==> src/rtl/writeback_unit.sv <==
`default_nettype none
// ============================================================================
// Module   : writeback_unit
// Brief    : Merges ALU results and load responses into one registered
//            register-file write stream, with load formatting and x0 filtering.
//            Optional WB_FORWARD_EN adds combinational next-write bypass ports.
// Revision : 1.0 - initial release
// ============================================================================
module writeback_unit #(
    parameter int XLEN       = 32,
    parameter int ADDRESSLEN = 4
) (
    input  logic                  clk,
    input  logic                  reset,
    input  logic                  alu_valid,
    input  logic [ADDRESSLEN-1:0] alu_rd,
    input  logic [XLEN-1:0]       alu_data,
    output logic                  stall,
    input  logic                  ld_valid,
    output logic                  ld_ready,
    input  logic [ADDRESSLEN-1:0] ld_rd,
    input  logic [2:0]            ld_funct3,
    input  logic [1:0]            ld_offset,
    input  logic                  mem_rvalid,
    input  logic [XLEN-1:0]       mem_rdata,
    output logic                  busy,
`ifdef WB_FORWARD_EN
    output logic                  fwd_valid,
    output logic [ADDRESSLEN-1:0] fwd_rd,
    output logic [XLEN-1:0]       fwd_data,
`endif
    output logic [ADDRESSLEN-1:0] rd,
    output logic [XLEN-1:0]       data,
    output logic                  wEn
);

    localparam logic [0:0] c_IDLE     = 1'b0;
    localparam logic [0:0] c_WAIT_MEM = 1'b1;

    logic [0:0]            r_state;
    logic [ADDRESSLEN-1:0] r_ld_rd;
    logic [2:0]            r_ld_funct3;
    logic [1:0]            r_ld_offset;
    logic                  r_hold_valid;
    logic [ADDRESSLEN-1:0] r_hold_rd;
    logic [XLEN-1:0]       r_hold_data;
    logic                  r_wen;
    logic [ADDRESSLEN-1:0] r_rd;
    logic [XLEN-1:0]       r_data;

    logic                  w_ld_resp;
    logic [7:0]            w_byte;
    logic [15:0]           w_half;
    logic [XLEN-1:0]       w_ld_data;
    logic                  w_sel;
    logic [ADDRESSLEN-1:0] w_sel_rd;
    logic [XLEN-1:0]       w_sel_data;
    logic                  w_hold_load;
    logic                  w_hold_drain;
    logic                  w_wen_next;

    assign w_ld_resp = (r_state == c_WAIT_MEM) && mem_rvalid;
    assign ld_ready  = (r_state == c_IDLE);
    assign busy      = (r_state == c_WAIT_MEM);
    assign stall     = r_hold_valid;

    // Halfword lane uses only offset[1]; misaligned halves fold onto it.
    assign w_byte = mem_rdata[{r_ld_offset, 3'b000} +: 8];
    assign w_half = r_ld_offset[1] ? mem_rdata[31:16] : mem_rdata[15:0];

    always_comb begin
        w_ld_data = mem_rdata;
        case (r_ld_funct3)
            3'b000:  w_ld_data = {{(XLEN-8){w_byte[7]}}, w_byte};
            3'b001:  w_ld_data = {{(XLEN-16){w_half[15]}}, w_half};
            3'b100:  w_ld_data = {{(XLEN-8){1'b0}}, w_byte};
            3'b101:  w_ld_data = {{(XLEN-16){1'b0}}, w_half};
            default: w_ld_data = mem_rdata;
        endcase
    end

    // Priority: load response, then hold buffer, then a fresh ALU result.
    always_comb begin
        w_sel        = 1'b0;
        w_sel_rd     = r_rd;
        w_sel_data   = r_data;
        w_hold_load  = 1'b0;
        w_hold_drain = 1'b0;
        if (w_ld_resp) begin
            w_sel       = 1'b1;
            w_sel_rd    = r_ld_rd;
            w_sel_data  = w_ld_data;
            w_hold_load = alu_valid && !r_hold_valid;
        end else if (r_hold_valid) begin
            w_sel        = 1'b1;
            w_sel_rd     = r_hold_rd;
            w_sel_data   = r_hold_data;
            w_hold_drain = 1'b1;
        end else if (alu_valid) begin
            w_sel      = 1'b1;
            w_sel_rd   = alu_rd;
            w_sel_data = alu_data;
        end
    end

    assign w_wen_next = w_sel && (w_sel_rd != '0);

    always_ff @(posedge clk) begin
        if (reset) begin
            r_state      <= c_IDLE;
            r_ld_rd      <= '0;
            r_ld_funct3  <= '0;
            r_ld_offset  <= '0;
            r_hold_valid <= 1'b0;
            r_hold_rd    <= '0;
            r_hold_data  <= '0;
            r_wen        <= 1'b0;
            r_rd         <= '0;
            r_data       <= '0;
        end else begin
            case (r_state)
                c_IDLE: begin
                    if (ld_valid) begin
                        r_state     <= c_WAIT_MEM;
                        r_ld_rd     <= ld_rd;
                        r_ld_funct3 <= ld_funct3;
                        r_ld_offset <= ld_offset;
                    end
                end
                default: begin
                    if (mem_rvalid) r_state <= c_IDLE;
                end
            endcase

            if (w_hold_load) begin
                r_hold_valid <= 1'b1;
                r_hold_rd    <= alu_rd;
                r_hold_data  <= alu_data;
            end else if (w_hold_drain) begin
                r_hold_valid <= 1'b0;
            end

            r_wen <= w_wen_next;
            if (w_sel) begin
                r_rd   <= w_sel_rd;
                r_data <= w_sel_data;
            end
        end
    end

    assign wEn  = r_wen;
    assign rd   = r_rd;
    assign data = r_data;

`ifdef WB_FORWARD_EN
    assign fwd_valid = w_wen_next && !reset;
    assign fwd_rd    = reset ? '0 : w_sel_rd;
    assign fwd_data  = reset ? '0 : w_sel_data;
`endif

endmodule
`default_nettype wire

==> config.mk <==
export PLATFORM = sky130hd
export DESIGN_NAME = writeback_unit
export DESIGN_NICKNAME = d
export VERILOG_FILES = /design/src/rtl/writeback_unit.sv
export SDC_FILE = /design/constraint.sdc
export NUM_CORES = 1
export LEC_CHECK = 0
export CORE_AREA = 10 10 105 107
export DETAILED_ROUTE_END_ITERATION = 12
export DIE_AREA = 0 0 115 117
export PLACE_DENSITY = 0.87
export SLEW_MARGIN = 20
export SYNTH_ARGS = -nofsm -noshare
export SYNTH_HDL_FRONTEND = slang
export SYNTH_SLANG_ARGS = --single-unit
==> constraint.sdc <==
create_clock -name clk -period 1.9 [get_ports clk]
set_clock_uncertainty 0.2 [all_clocks]
set_input_delay 0.285 -clock clk [delete_from_list [all_inputs] [get_ports clk]]
set_output_delay 0.285 -clock clk [all_outputs]
set_load 0.05 [all_outputs]
; After elaboration in Yosys (flattened, before gate mapping)
; Cells that the tools add are included.
[classes]
shift = 1
eq_ne = 3
n_bitwise = 1
mux = 19
n_reduce_logical = 10
[ops]
columns = operator, n
row1 = 32-bit case mux with 4 select lines, 1
row2 = 32-bit two-way mux, 3
row3 = 32-bit by 6-bit variable part select with 8-bit output, 1
row4 = 16-bit two-way mux, 1
row5 = 4-bit two-way mux, 3
row6 = 1-bit two-way mux, 11
row7 = 3-bit equality test (second input constant), 2
row8 = 2-bit AND reduction, 2
row9 = 4-bit nonzero test, 1
row10 = 3-bit by 1-bit equality test with 1-bit output (second input constant), 1
row11 = 1-bit logical AND, 3
row12 = 3-bit logical NOT, 1
row13 = 3-bit nonzero test, 1
row14 = 2-bit nonzero test, 1
row15 = 1-bit logical NOT, 1
row16 = 1-bit NOT, 1
[word_totals]
output_inout_bits = 40
input_bits = 82
word_cells = 44
register_bits = 84

; Longest topological paths before layout
[logic_depth]
word_depth = 5
mapped_depth = 7
depth_no_buf = 4

; Least setup slack after synthesis
; OpenSTA, ideal clock, no wires.
[synth_timing]
path_kind = register -> register
from = reg r_hold_valid, in the netlist stall
to = reg r_data[25], in the netlist data[25]
required_ps = 1577
setup_ps = 123
n_path_buf = 2
setup_slack_ps = -131
arrival_time_ps = 1708
period_less_slack_ps = 2031
stages_incl_launch_ff = 6
cell_sequence = dfxtp_1 > buf_2 > clkbuf_1 > mux2_2 > o221ai_1 > a21oi_2
[synth_between]
elab_chain_len = 3
elab_cells_between_ends = 6
cone_classes = mux: 4 / reduce/logical: 2
[synth_rtl]
columns = element, line
row1 = "start, declared", 44  ; logic r_hold_valid;
row2 = "start signal, assigned", 114  ; r_hold_valid <= 1'b0;
row3 = "start signal, assigned", 136  ; r_hold_valid <= 1'b1;
row4 = "start signal, assigned", 140  ; r_hold_valid <= 1'b0;
row5 = 1-bit two-way mux, 94  ; end else if (r_hold_valid) begin
row6 = 1-bit two-way mux, 89  ; if (w_ld_resp) begin
row7 = 2-bit AND reduction (no line), --
row8 = "end signal, assigned", 146  ; r_data <= w_sel_data;
row9 = "end, declared", 49  ; logic [XLEN-1:0] r_data;
; Parallel ways exist; a longest one is shown, timed or not.
; A chain may end at the register's enable or synchronous reset.

; Final worst setup path
[layout_timing]
from = reg r_ld_offset[1]
to = reg r_data[15], in the netlist data[15]
[layout_between]
elab_chain_len = 3
elab_cells_between_ends = 4
cone_classes = shift: 1 / mux: 3
[layout_rtl]
columns = element, line
row1 = "start, declared", 43  ; logic [1:0] r_ld_offset;
row2 = "start signal, assigned", 127  ; r_ld_offset <= ld_offset;
row3 = 32-bit by 6-bit variable part select with 8-bit output / 16-bit two-way mux (equally long branches), "68, 69"
row4 = 32-bit case mux with 4 select lines (*), 73  ; case (r_ld_funct3)
row5 = 32-bit two-way mux (*), 89
; Mark *: on every way between the ends. The rest lies on a longest branch, timed or not.

==> metrics <==
fin crit period between 1.5 and 2 ns; CTS buffer count 9; share of cells above drive strength 1 around a fifth; initial antenna violation count 0; Max-Cap Viols 0; Seq/Total Area, Yosys roughly 40%; Worst VDD drop approximately 0.36 mV; Arr. time, crit path between 1.5 and 2 ns; Sink Count between 80 and 90; DR iter-0 viols around 340; GRT Residual Overflow 0; final wirelength 14.2 mm; fin area around 0.0058 mm^2; RSZ-0062 raised after global routing false; async set-or-reset flop fraction in the synthesized netlist 0%; crit path kind flip-flop to flip-flop; die width roughly 120 um; nets slightly above 700; leakage between 2 and 2.5 nW; via count around 4400; CTS Buffer Depth 2; drt wl/cell 18.8 um; f_max around 0.57 GHz; post-CTS setup buffer count 0; Core Box Area about 0.0090 mm^2; count of state elements after synthesis 84; Final period util between 90% and 100%; total track usage about 20%; mean area per synthesized cell roughly 8 um^2; Yosys warnings 0; area of the die about 0.013 mm^2; Area Growth Syn to Fin 37.8%; clock root buffer clkbuf_8; antenna cells 0; HP Class input port to flip-flop; Slew headroom 72.0%; TritonCTS clock tree yes; final setup violation count 0; Pwr Density between 700 and 800 mW/mm^2; largest net degree at the start of global routing 36; Post-Syn Area between 0.004 and 0.005 mm^2; CP max FO 4; placed cell area 0.00561 mm^2; row count 35; clk_lat worst skew 0.37 ns; antenna-violating nets left 0; worst-margin pin slew 0.419 ns; clk slew on worst S/H paths roughly 0.10 ns; TritonRoute pass-1 iters 5; number of synthesized flops with an enable pin 0; count of pins over their slew limit 0; status finished clean; Port Buffer Count 121; Req. time, crit path approximately 2.0 ns; Residual DRC 0; first-pass GRT wire length around 22 mm; Top-Level Pins between 100 and 150; Post-Synthesis Cells roughly 520; prevailing post-synth register cell dfxtp_1; H-tree Lvls 3; Initial Util between 40% and 50%; vias in the first global route 4379; Worst Setup Start Kind flip-flop; Yosys cell types 37; Die H between 100 and 150 um; RePlAce Congestion 0.879; Min Hold Slack approximately 0.13 ns; vias per std cell 5.81; post-detailed-placement half-perimeter wirelength 10.7 mm; Final Hold Viols 0; syn_nets between 600 and 700; crit path capture type flip-flop
state kept, by name, summed over array words and instances, names as in the netlist:
name,flops
busy,1
data,32
r_hold_data,32
r_hold_rd,4
r_ld_funct3,3
r_ld_offset,2
r_ld_rd,4
rd,4
stall,1
wEn,1
layout by cell type (no fill, tap or decap), types with 3 or more instances in the layout:
cell and count:
inv_1 4, nand2b_1 4, clkbuf_8 9, inv_6 3, o21ai_0 8, dfxtp_1 81, nor2b_1 18, a21oi_2 10
buf_4 66, o22ai_1 7, o2bb2ai_1 6, a221oi_1 4, and3_1 6, nor2_1 19, clkdlybuf4s50_1 80, buf_12 7
nand3b_1 12, o221ai_1 24, nand2_1 128, mux2_2 18, mux2i_1 21, a21oi_1 85
area by class of cell:
type	instances	area, um^2
clock buffers	9	124
clock inverters	7	103
fillers	705	3180
inverters	4	15.0
multi-input cells	389	2330
flip-flops and latches	84	1690
well taps	111	139
repair buffers	154	1440
per-layer routing:
layer  part of all wire [%]  GRT usage [%]  routed length (um)
met4                    2.7           8.42                 391
met2                     49           35.1                7000
met5                      0              0                   0
met1                     40           24.2                5630
met3                    8.5           5.15                1210
worst paths after layout:
check                                     from             end  slack [ns]  depth (start not counted)
worst min register to register  r_hold_data[3]  r_hold_data[3]        0.26                          2
worst max register to register  r_ld_offset[1]        data[15]        0.14                          4
worst min-delay path                     reset        data[12]        0.13                          3
worst max-delay path            r_ld_offset[1]        data[15]        0.14                          4
cell usage after synthesis, types with 2 or more instances:
master | n | share of area (%)
a21oi_2 | 10 | 2.1
a211oi_1 | 2 | 0.35
o22ai_1 | 7 | 1.0
o21ai_0 | 8 | 0.94
inv_1 | 4 | 0.35
clkbuf_1 | 19 | 1.7
buf_2 | 23 | 2.7
o2bb2ai_1 | 6 | 1.2
nand2b_1 | 4 | 0.59
nor2b_1 | 18 | 2.7
a21oi_1 | 85 | 10
mux2_2 | 18 | 4.8
buf_1 | 2 | 0.18
mux2i_1 | 21 | 5.0
buf_6 | 2 | 0.53
o221ai_1 | 24 | 5.0
and3_1 | 6 | 0.89
dfxtp_1 | 84 | 40
a221oi_1 | 4 | 0.83
nand2_1 | 128 | 11
nor3_1 | 3 | 0.35
nor2_1 | 19 | 1.7
nand3b_1 | 12 | 2.1
power by group:
| part | leakage, nW | internal (mW) | total [mW] | switching (mW) |
|---|---|---|---|---|
| registers | 0.690 | 1.86 | 1.93 | 0.0734 |
| clock network | 0.117 | 0.761 | 1.49 | 0.729 |
| logic | 1.42 | 0.476 | 1.13 | 0.651 |
timing repair:
action / CTS / global route
hold buffers: 0 / 0
setup endpoints to repair: 0 / 4
gates resized for setup: 0 / 3
worst max-delay path: stages, from the launching register on:
cell and delay (ns):
dfxtp_2 0.39, mux4_2 0.53, a221o_1 0.30, a31oi_1 0.17
nor3_1 0.06
logic make-up after synthesis:
kind of cell	share of synthesized area, %
flip-flops	39.7
buffers and inverters	5.46
multiplexers	11.0
AND/OR/NAND/NOR	21.0
AO/OA/AOI/OAI	23.0
through the flow:
step                TNS (ns)  setup slack (ns)  cells  utilization, %  power (mW)
floorplan                  0            0.0449    523               -        2.60
global placement       -2.63            -0.163    742            62.1        3.06
detailed placement     -5.36            -0.259    742            62.1        3.09
CTS                        0            0.0672    758            64.6        4.55
global route               0            0.0349    758            64.7        4.69
finish                     0             0.137    758            64.7        4.55
Power figures use the tool's default switching activity.
